<file path="config.mk">
export PLATFORM = sky130hd
export DESIGN_NAME = ram_clr
export DESIGN_NICKNAME = d
export VERILOG_FILES = /design/src/rtl/ram_pkg.sv /design/src/rtl/ram_core.sv /design/src/rtl/ram_clr.sv
export SDC_FILE = /design/constraint.sdc
export NUM_CORES = 1
export LEC_CHECK = 0
export ABC_AREA = 1
export BUFFER_PORTS_ARGS = -buffer_cell sky130_fd_sc_hd__buf_2
export CAP_MARGIN = 20
export CELL_PAD_IN_SITES_DETAIL_PLACEMENT = 2
export CELL_PAD_IN_SITES_GLOBAL_PLACEMENT = 2
export CORE_ASPECT_RATIO = 1.1
export CORE_MARGIN = 4
export CORE_UTILIZATION = 38
export DETAILED_ROUTE_END_ITERATION = 16
export GPL_TIMING_DRIVEN = 0
export MAX_ROUTING_LAYER = met4
export PLACE_DENSITY_LB_ADDON = 0.1
export SLEW_MARGIN = 20
export SYNTH_ARGS = -nofsm -noshare
export SYNTH_HDL_FRONTEND = slang
export SYNTH_HIERARCHICAL = 1
export SYNTH_SLANG_ARGS = --single-unit
</file>
<file path="constraint.sdc">
create_clock -name clk -period 3 [get_ports clk]
set_clock_uncertainty 0.15 [all_clocks]
set_input_delay 0.75 -clock clk [delete_from_list [all_inputs] [get_ports clk]]
set_output_delay 0.75 -clock clk [all_outputs]
set_load 0.1 [all_outputs]
</file>
<file path="src/rtl/ram_pkg.sv">
// ---------------------------------------------------------------------------
// ram_pkg
// Shared definitions for the clearable RAM (ram_clr) and its storage core
// (ram_core).
//   state_e  : controller state, CLEAR (hardware sweep) or IDLE (accepting
//              accesses).
//   addr_w_f : address width helper, ceil(log2(depth)) with a floor of 1 so
//              a one-word memory still has a real address port.
// ---------------------------------------------------------------------------
package ram_pkg;

   typedef enum logic [0:0] {
      ST_CLEAR = 1'b0,
      ST_IDLE  = 1'b1
   } state_e;

   // clog2 that never returns 0 (depth 1 and 2 both give a 1-bit address)
   function automatic int addr_w_f(input int depth);
      if (depth > 2) begin
         return $clog2(depth);
      end else begin
         return 1;
      end
   endfunction

endpackage : ram_pkg

</file>
<file path="src/rtl/ram_core.sv">
// ---------------------------------------------------------------------------
// ram_core
// Plain single-port storage array with a synchronous write and a registered
// synchronous read. It has no reset at all so synthesis can map it onto
// block RAM; clearing is done by the parent writing every word.
// Ports:
//   clk      in            rising-edge clock
//   we_i     in            write enable (address must already be in range)
//   re_i     in            read enable  (address must already be in range)
//   addr_i   in  ADDR_W    shared read/write address
//   wdata_i  in  WIDTH     write data
//   rdata_o  out WIDTH     registered read data, updated only when re_i=1
// WRITE_THROUGH selects what a same-cycle read+write returns:
//   0 -> contents before the write, 1 -> wdata_i.
// ---------------------------------------------------------------------------
module ram_core import ram_pkg::*; #(
   parameter int WIDTH         = 8,
   parameter int DEPTH         = 8,
   parameter int ADDR_W        = addr_w_f(DEPTH),
   parameter int WRITE_THROUGH = 0
) (
   input  logic              clk,
   input  logic              we_i,
   input  logic              re_i,
   input  logic [ADDR_W-1:0] addr_i,
   input  logic [WIDTH-1:0]  wdata_i,
   output logic [WIDTH-1:0]  rdata_o
);

   logic [WIDTH-1:0] mem_q [DEPTH];
   logic [WIDTH-1:0] rdata_q;

   // Write port: store wdata_i at addr_i.
   always_ff @(posedge clk) begin
      if (we_i) begin
         mem_q[addr_i] <= wdata_i;
      end
   end

   // Read port: the array read sees pre-edge contents, so old data is the
   // natural result; write-through bypasses with the incoming word instead.
   always_ff @(posedge clk) begin
      if (re_i) begin
         if ((WRITE_THROUGH != 0) && we_i) begin
            rdata_q <= wdata_i;
         end else begin
            rdata_q <= mem_q[addr_i];
         end
      end
   end

   assign rdata_o = rdata_q;

endmodule : ram_core

</file>
<file path="src/rtl/ram_clr.sv">
// ---------------------------------------------------------------------------
// ram_clr
// Parametrised single-port synchronous RAM with a hardware clear sweep.
// After reset (and on every clr_req) the controller walks clr_ptr from 0 to
// DEPTH-1 writing INIT_VAL, one word per cycle, then goes IDLE and accepts
// accesses. The array is never reset directly.
// Ports:
//   clk         in            rising-edge clock
//   reset       in            asynchronous active-low reset
//   clr_req     in            start a full clear sweep (sampled while ready)
//   ready       out           1 while IDLE, accesses accepted
//   write_en    in            write strobe
//   read_en     in            read strobe
//   addr        in  ADDR_W    word address (shared by read and write)
//   write_data  in  WIDTH     write data
//   read_data   out WIDTH     registered read data, holds between reads
//   read_valid  out           one-cycle pulse, read_data just updated
//   addr_err    out           one-cycle pulse, accepted access had addr>=DEPTH
// ---------------------------------------------------------------------------
module ram_clr import ram_pkg::*; #(
   parameter int               WIDTH         = 8,
   parameter int               DEPTH         = 8,
   parameter int               ADDR_W        = addr_w_f(DEPTH),
   parameter logic [WIDTH-1:0] INIT_VAL      = {WIDTH{1'b0}},
   parameter int               WRITE_THROUGH = 0
) (
   input  logic              clk,
   input  logic              reset,
   input  logic              clr_req,
   output logic              ready,
   input  logic              write_en,
   input  logic              read_en,
   input  logic [ADDR_W-1:0] addr,
   input  logic [WIDTH-1:0]  write_data,
   output logic [WIDTH-1:0]  read_data,
   output logic              read_valid,
   output logic              addr_err
);

   // One extra bit so DEPTH itself is representable when DEPTH==2**ADDR_W.
   localparam logic [ADDR_W:0]   DEPTH_X  = (ADDR_W + 1)'(DEPTH);
   localparam logic [ADDR_W-1:0] LAST_PTR = ADDR_W'(DEPTH - 1);

   state_e            state_q,      state_d;
   logic [ADDR_W-1:0] clr_ptr_q,    clr_ptr_d;
   logic              read_valid_q, read_valid_d;
   logic              addr_err_q,   addr_err_d;
   // Set by the first completed read; masks the unreset core output so
   // read_data reads as zero until real data has been fetched.
   logic              rd_seen_q,    rd_seen_d;

   logic              in_range_s;
   logic              mem_we_s;
   logic              mem_re_s;
   logic [ADDR_W-1:0] mem_addr_s;
   logic [WIDTH-1:0]  mem_wdata_s;
   logic [WIDTH-1:0]  core_rdata_s;

   assign in_range_s = ({1'b0, addr} < DEPTH_X);

   // Next-state, clear pointer, memory port muxing and pulse flags.
   always_comb begin
      state_d      = state_q;
      clr_ptr_d    = clr_ptr_q;
      read_valid_d = 1'b0;
      addr_err_d   = 1'b0;
      rd_seen_d    = rd_seen_q;
      mem_we_s     = 1'b0;
      mem_re_s     = 1'b0;
      mem_addr_s   = addr;
      mem_wdata_s  = write_data;

      case (state_q)
         ST_CLEAR: begin
            // Sweep write owns the port; user strobes are ignored.
            mem_we_s    = 1'b1;
            mem_addr_s  = clr_ptr_q;
            mem_wdata_s = INIT_VAL;
            if (clr_ptr_q == LAST_PTR) begin
               state_d   = ST_IDLE;
               clr_ptr_d = {ADDR_W{1'b0}};
            end else begin
               clr_ptr_d = clr_ptr_q + ADDR_W'(1);
            end
         end

         ST_IDLE: begin
            if (clr_req) begin
               // Clear wins; any same-cycle access is dropped.
               state_d   = ST_CLEAR;
               clr_ptr_d = {ADDR_W{1'b0}};
            end else begin
               mem_we_s     = write_en & in_range_s;
               mem_re_s     = read_en & in_range_s;
               read_valid_d = read_en & in_range_s;
               addr_err_d   = (write_en | read_en) & ~in_range_s;
               if (read_en && in_range_s) begin
                  rd_seen_d = 1'b1;
               end else begin
                  rd_seen_d = rd_seen_q;
               end
            end
         end

         default: begin
            state_d   = ST_CLEAR;
            clr_ptr_d = {ADDR_W{1'b0}};
         end
      endcase
   end

   // Control registers; reset restarts a full sweep from word 0.
   always_ff @(posedge clk or negedge reset) begin
      if (!reset) begin
         state_q      <= ST_CLEAR;
         clr_ptr_q    <= {ADDR_W{1'b0}};
         read_valid_q <= 1'b0;
         addr_err_q   <= 1'b0;
         rd_seen_q    <= 1'b0;
      end else begin
         state_q      <= state_d;
         clr_ptr_q    <= clr_ptr_d;
         read_valid_q <= read_valid_d;
         addr_err_q   <= addr_err_d;
         rd_seen_q    <= rd_seen_d;
      end
   end

   ram_core #(
      .WIDTH         (WIDTH),
      .DEPTH         (DEPTH),
      .ADDR_W        (ADDR_W),
      .WRITE_THROUGH (WRITE_THROUGH)
   ) u_core (
      .clk     (clk),
      .we_i    (mem_we_s),
      .re_i    (mem_re_s),
      .addr_i  (mem_addr_s),
      .wdata_i (mem_wdata_s),
      .rdata_o (core_rdata_s)
   );

   assign ready      = (state_q == ST_IDLE);
   assign read_valid = read_valid_q;
   assign addr_err   = addr_err_q;
   assign read_data  = rd_seen_q ? core_rdata_s : {WIDTH{1'b0}};

endmodule : ram_clr
</file>
==> flow_summary.json, run 1 <==
{
  "ys.warnings.count": 6,
  "max_stage_delay_ps": 680,
  "num_antenna_cells": 0,
  "worstPathArrival_ps": 2480,
  "drive_gt1_share_pct": 15.8,
  "vias_per_cell": 4.67,
  "worstPathRequired_ps": 2820,
  "synth-seq-area-share_pct": 66.8,
  "period_share_pct": 88.8,
  "timing.final.crit_period_ps": 2660,
  "ys_seq_elements": 78,
  "clock.fmax_ghz": 0.375,
  "synth_area_mm2": 0.00346,
  "hpwl_mm": 6.13,
  "synthXorXnorAreaFrac_pct": 0,
  "status": "finished, final reports clean",
  "cts_buffers": 9,
  "crit_path_start_kind": "register",
  "insertion_delay_ps": 350,
  "tns_ps": 0,
  "firstDrtPassIters": 4,
  "rr_worst_depth": 8,
  "grtUsageTotal_pct": 17.8,
  "chipHeight_um": 108,
  "cts.sinks": 78,
  "post_synth.cell_area_avg_um2": 9.78,
  "cts.path.max_buffers": 2,
  "r2r-end": "u_core/mem_q[4][1]$_DFFE_PP_",
  "synth_compound_area_share_pct": 0.145,
  "tightest_slew_ps": 898,
  "final_nets": 408,
  "critPathBufInv": 4,
  "cts_resized": 0,
  "cp_top_family": "simple AND/OR/NAND/NOR gates",
  "synth_top_area_share_pct": 62.5,
  "finalWeightedCongestion": 0.764,
  "place.port_buffers": 25,
  "yosysUniqueCellTypes": 19,
  "dieArea_mm2": 0.0107,
  "grt_pass1_wl_mm": 13.7,
  "wirelength_mm": 8.42,
  "synth_nets": 372,
  "synth.area.mux_share_pct": 0,
  "slowest_stage": "nor2_1",
  "drt_iter0_drc": 141,
  "rrSetupSlack_ps": 340,
  "cp-end-kind": "register",
  "coreArea_mm2": 0.00887,
  "rsz0062_at_grt": "false",
  "post-cts-setup-buffers": 0,
  "r2r_start": "ready$_DFF_PN0_",
  "crit_start": "ready$_DFF_PN0_",
  "final_max_slew_viol_count": 0,
  "min_path_type": "in -> async",
  "start_util_pct": 39.0,
  "cap_viol_max_count": 0,
  "synthAdderAreaFrac_pct": 0.723,
  "layout_commonest_cell": "nand2_1",
  "holdBufCountCts": 0,
  "num_rows": 36,
  "grt_max_degree": 13,
  "grt_remaining_overflow": 0,
  "cts_tree": "built",
  "cp_common_cell": "inv_2",
  "synth_top_cell_by_area": "edfxtp_1",
  "path_max_fanout": 10,
  "setup_viol": 0,
  "post-route-util_pct": 44.4,
  "path_cells": "buf_6, inv_2, nand2_1, nand2_1, inv_2, nor2_4, inv_2, nor2_1",
  "ioPinCount": 27,
  "dr_total_vias": 2368,
  "synth_top_family_by_area": "simple AND/OR/NAND/NOR gates",
  "wl_per_cell_um": 16.6,
  "synth-simple-area-share_pct": 22.7,
  "synthCells": 354,
  "relSlewSlack_pct": 39.9,
  "clockRootBuffer": "clkbuf_8",
  "hold_viol": 0,
  "h-tree-depth": 3,
  "die_x_um": 99.0,
  "path_clk_slew_ps": 70,
  "syn2layout_area_growth_pct": 13.8,
  "synth_area_leaders": "edfxtp_1, nand2_1, inv_1",
  "drt.antenna.violating_nets": 0,
  "final_cell_mix": "nand2_1, edfxtp_1, inv_1",
  "antenna_found_initial": 0,
  "drc": 0,
  "path_class": "reg -> reg",
  "grt_pass1_vias": 2631
}
how the worst max path moves through the flow:
stage	slack (ps)	cells after the start	endpoint
final	340	8	u_core/mem_q[4][1]$_DFFE_PP_
after CTS	300	8	u_core/mem_q[4][3]$_DFFE_PP_
after floorplan	90	9	u_core/mem_q[0][0]$_DFFE_PP_
after global routing	130	8	u_core/mem_q[4][0]$_DFFE_PP_
after global placement	-50	8	u_core/mem_q[0][4]$_DFFE_PP_
after detailed placement	90	8	u_core/mem_q[2][3]$_DFFE_PP_
layout make-up:
cell class                      instances  area, µm²
Clock buffer                            9        124
Fill cell                            1011       4930
Clock inverter                          5       76.3
Timing Repair Buffer                   25        125
Buffer                                 12       97.6
Multi-Input combinational cell        203        831
Inverter                               61        231
Sequential cell                        78       2310
Tap cell                              114        143
metal layers:
metal  GRT usage, %  vias up  routed length, µm
li1               -     1162                  -
met5              -        -                  0
met2           33.3       39               4650
met1           19.0     1158               3420
met4           5.85        0                103
met3           2.90        9                241
synthesized netlist by cell type:
library cell,n
nand2_1,167
edfxtp_1,72
inv_1,55
nand3_1,18
nor2_1,8
buf_4,6
dfrtp_1,6
inv_2,5
buf_2,3
buf_6,2
ha_1,2
nand2_2,2
nor3_1,2
buf_8,1
conb_1,1
inv_4,1
nor2_2,1
nor2_4,1
o21ai_0,1
flip-flops by register name, summed over array words and instances (netlist names):
name,count
read_valid,1
u_core/mem_q,64
rd_seen_q,1
clr_ptr_q,3
ready,1
u_core/rdata_o,8
cells by family after synthesis:
kind of cell / Yosys count
buf+inv: 73
other cells: 1
flops: 78
compound gates: 1
simple gates: 199
fa+ha+maj: 2
metrics by stage:
stage / setup WS (ps) / hold WS, ps / instances / cell area (µm²)
2_1_floorplan: 89.4 / 304 / 354 / 3460
3_3_place_gp: -49.9 / 379 / 493 / 3730
3_5_place_dp: 86.9 / 402 / 493 / 3740
4_1_cts: 300 / 55.0 / 507 / 3940
5_1_grt: 133 / 59.9 / 507 / 3940
6_report: 337 / 67.2 / 507 / 3940
Power of run 1 is left out: the tool's default activity adds up to more than one toggle a clock period on the data nets, which glitch-free logic cannot reach.
==> inputs of run 2 (changes only) <==
Settings changed: CORE_MARGIN 4 to not set.
==> flow_summary.json, run 2 (synthesis gave the netlist of run 1 again) <==
{
  "r2r_start": "ready$_DFF_PN0_",
  "worstPathRequired_ps": 2820,
  "post-cts-setup-buffers": 0,
  "wirelength_mm": 8.87,
  "antenna_found_initial": 0,
  "setup_viol": 0,
  "r2r-end": "u_core/mem_q[5][1]$_DFFE_PP_",
  "grt_pass1_vias": 2615,
  "path_class": "reg -> reg",
  "drt.antenna.violating_nets": 0,
  "final_nets": 408,
  "dieArea_mm2": 0.00950,
  "path_max_fanout": 10,
  "layout_commonest_cell": "nand2_1",
  "cts_resized": 0,
  "rsz0062_at_grt": "false",
  "largest-register": "u_core/mem_q",
  "drt_iter0_drc": 91,
  "grtUsageTotal_pct": 21.3,
  "vias_per_cell": 4.65,
  "crit_end": "u_core/mem_q[5][1]$_DFFE_PP_",
  "start_util_pct": 39.0,
  "cts.path.max_buffers": 2,
  "num_antenna_cells": 0,
  "grt_max_degree": 14,
  "firstDrtPassIters": 5,
  "tightest_slew_ps": 886,
  "crit_path_start_kind": "register",
  "syn2layout_area_growth_pct": 13.4,
  "holdBufCountCts": 0,
  "multi_input_area_um2": 831,
  "dr_total_vias": 2369,
  "largest_reg_flops": 64,
  "rr_worst_depth": 8,
  "h-tree-depth": 3,
  "chipHeight_um": 102,
  "place.port_buffers": 25,
  "path_clk_slew_ps": 80,
  "insertion_delay_ps": 350,
  "cts_tree": "built",
  "final_max_slew_viol_count": 0,
  "drc": 0,
  "clock.fmax_ghz": 0.375,
  "ioPinCount": 27,
  "fillers": 991,
  "seq_area_mm2": 0.00231,
  "min_path_type": "in -> async",
  "relSlewSlack_pct": 40.7,
  "die_x_um": 93.0,
  "hpwl_mm": 6.26,
  "rrSetupSlack_ps": 330,
  "crit_start": "ready$_DFF_PN0_",
  "finalWeightedCongestion": 0.719,
  "timing.final.crit_period_ps": 2670,
  "cp-end-kind": "register",
  "wl_per_cell_um": 17.4,
  "final_cell_mix": "nand2_1, edfxtp_1, inv_1",
  "cap_viol_max_count": 0,
  "clockRootBuffer": "clkbuf_8",
  "cts.sinks": 78,
  "period_share_pct": 88.9,
  "tns_ps": 0,
  "num_rows": 36,
  "status": "finished, final reports clean",
  "grt_remaining_overflow": 0,
  "worstPathArrival_ps": 2490,
  "coreArea_mm2": 0.00887,
  "hold_viol": 0,
  "drive_gt1_share_pct": 15.9,
  "cts_buffers": 9,
  "grt_pass1_wl_mm": 14.0
}
-- run 2: cell count changes in the layout (fill, tap and decap cells not counted) --
cell	before	now
bufinv_16	2	1
clkinv_2	1	2
clkbuf_1	0	1
inv_6	0	1
-- run 2: area by class of cell --
class | count | share of cell area (%)
plain buffers | 12 | 2.48
clock buffers | 10 | 3.25
clock inverters | 6 | 1.53
inverters | 61 | 5.89
multi-input cells | 203 | 21.2
flip-flops and latches | 78 | 58.9
well taps | 114 | 3.63
repair buffers | 25 | 3.19
-- run 2: per-stage QoR --
step	utilization, %	std cells	hold slack, ps	cell area, µm²	worst slack (ps)
6_report	44.3	509	62.7	3930	334
5_1_grt	44.3	509	52.3	3930	203
4_1_cts	44.3	509	50.1	3930	304
3_5_place_dp	42.1	493	387	3740	103
3_3_place_gp	42.0	493	370	3730	-138
2_1_floorplan	-	354	304	3460	89.4
-- run 2: worst max-delay path, stage by stage, from the launching register on --
cell and delay [ps]:
dfrtp_1 400, buf_6 150, inv_2 90, nand2_1 70
nand2_1 240, inv_2 180, nor2_4 270, inv_2 60
nor2_1 670
-- run 2: how the worst min path moves through the flow --
stage	from	endpoint	slack, ps
finish	reset	clr_ptr_q[1]$_DFFE_PN0P_	60
global route	reset	clr_ptr_q[2]$_DFFE_PN0P_	50
CTS	reset	clr_ptr_q[2]$_DFFE_PN0P_	50
detailed placement	clr_ptr_q[2]$_DFFE_PN0P_	clr_ptr_q[2]$_DFFE_PN0P_	390
global placement	clr_ptr_q[2]$_DFFE_PN0P_	clr_ptr_q[2]$_DFFE_PN0P_	370
floorplan	reset	clr_ptr_q[0]$_DFFE_PN0P_	300
-- run 2: metal layers --
layer  track usage, %  part of all wire [%]  up-vias
met5                -                     0        -
met4             7.81                  0.92        0
met3             2.90                   2.0        7
met2             39.9                    55       33
met1             22.9                    42     1166
li1                 -                     -     1163
Power of run 2 is left out for the same reason.
==> inputs of run 3 (changes only) <==
Settings changed: CAP_MARGIN 20 to not set.
Clock period 3 ns to 2.5 ns, I/O delays scaled along.
==> flow_summary.json, run 3 (synthesis gave the netlist of run 1 again) <==
{
  "status": "finished, final reports clean",
  "layout_commonest_cell": "nand2_1",
  "timing.final.crit_period_ps": 2440,
  "largest-register": "u_core/mem_q",
  "wl_per_cell_um": 17.1,
  "pre_cts_ws_ps": -343,
  "worstPathArrival_ps": 2280,
  "grt_remaining_overflow": 0,
  "num_rows": 36,
  "firstDrtPassIters": 4,
  "relSlewSlack_pct": 65.0,
  "period_share_pct": 97.6,
  "grt_pass1_wl_mm": 13.9,
  "drt.antenna.violating_nets": 0,
  "postPlaceCellArea_mm2": 0.00374,
  "cts.path.max_buffers": 2,
  "post-route-util_pct": 45.3,
  "num_antenna_cells": 0,
  "final_max_slew_viol_count": 0,
  "path_max_fanout": 10,
  "syn2layout_area_growth_pct": 16.2,
  "tightest_slew_ps": 525,
  "rsz0062_at_grt": "true",
  "crit_start": "ready$_DFF_PN0_",
  "dp_cells": 493,
  "path_clk_slew_ps": 80,
  "cp-end-kind": "register",
  "cts_tree": "built",
  "chipHeight_um": 102,
  "worstPathRequired_ps": 2340,
  "path_class": "reg -> reg",
  "hpwl_mm": 6.32,
  "fin_ws_ps": 59.0,
  "post-route-cell-area_mm2": 0.00402,
  "insertion_delay_ps": 350,
  "wirelength_mm": 8.72,
  "vias_per_cell": 4.70,
  "multi_input_area_um2": 868,
  "fillers": 992,
  "r2r_start": "ready$_DFF_PN0_",
  "antenna_found_initial": 0,
  "cts.sinks": 78,
  "die_x_um": 93.0,
  "min_path_type": "in -> reg",
  "cap_viol_max_count": 0,
  "drt_iter0_drc": 94,
  "finalWeightedCongestion": 0.724,
  "dr_total_vias": 2402,
  "seq_area_mm2": 0.00231,
  "start_util_pct": 39.0,
  "stdcell_count": 511,
  "clock.fmax_ghz": 0.410,
  "grt_pass1_vias": 2683,
  "dieArea_mm2": 0.00950,
  "h-tree-depth": 3,
  "crit_path_start_kind": "register",
  "final_nets": 410,
  "largest_reg_flops": 64,
  "ioPinCount": 27,
  "hold_viol": 0,
  "clockRootBuffer": "clkbuf_8",
  "drc": 0,
  "grt_max_degree": 14,
  "place.port_buffers": 25,
  "coreArea_mm2": 0.00887,
  "final_cell_mix": "nand2_1, edfxtp_1, inv_1",
  "setup_viol": 0,
  "drive_gt1_share_pct": 17.9,
  "grtUsageTotal_pct": 21.1,
  "cts_buffers": 9,
  "min_from": "read_en"
}
[run 3: cell types whose count changed in the layout (fill, tap and decap cells not counted), sizes merged]
cell / change
bufinv: +1
clkinv: +1
dlygate4sd3: +1
clkbuf: -1
inv: -1
buf: +1
[run 3: metrics by stage]
| step | hold WS, ps | TNS (ps) |
|---|---|---|
| 2_1_floorplan | 179 | 0 |
| 3_3_place_gp | 310 | -8490 |
| 3_5_place_dp | 314 | -11150 |
| 4_1_cts | 376 | -1100 |
| 5_1_grt | 399 | -1250 |
| 6_report | 389 | 0 |
[run 3: path summary, 6_finish.rpt]
| path | depth (start not counted) | slack [ps] | to |
|---|---|---|---|
| setup / recovery | 8 | 60 | u_core/mem_q[3][5]$_DFFE_PP_ |
| hold / removal | 3 | 390 | rd_seen_q$_DFFE_PN0P_ |
| setup reg to reg | 8 | 60 | u_core/mem_q[3][5]$_DFFE_PP_ |
| hold reg to reg | 2 | 400 | clr_ptr_q[1]$_DFFE_PN0P_ |
| max in group asynchronous | 2 | 1550 | ready$_DFF_PN0_ |
| min in group asynchronous | 2 | 470 | clr_ptr_q[1]$_DFFE_PN0P_ |
[run 3: routing by layer]
| metal | up-vias | wire length, µm | global-route usage, % |
|---|---|---|---|
| met5 | - | 0 | - |
| li1 | 1165 | - | - |
| met4 | 0 | 147 | 5.68 |
| met1 | 1191 | 3530 | 22.2 |
| met2 | 35 | 4830 | 39.6 |
| met3 | 11 | 211 | 4.91 |
[run 3: layout make-up]
cell class                 count  share of cell area, %
tap                          114                   3.55
timing repair buffer          27                   3.86
clock inverter                 7                   2.21
inverter                      61                   5.76
multi-input combinational    203                   21.6
clock buffer                   9                   3.08
buffer                        12                   2.43
sequential                    78                   57.5
[run 3: what timing repair did]
item | CTS | global route
gates resized for setup | 7 | 3
buffers inserted | 0 | 1
hold endpoints to repair | 6 | 0
gates cloned | 0 | 0
hold buffers | 1 | 0
setup endpoints to repair | 56 | 24
pin swaps | 0 | 1
[run 3: worst max-delay path, stage by stage, from the launching register on]
cell     delay, ps
dfrtp_2        410
buf_6          140
inv_2           90
nor2_1          50
nor2_1          80
buf_4          160
buf_2          250
nand2_1        260
nor2_2         470
Power of run 3 is left out for the same reason.
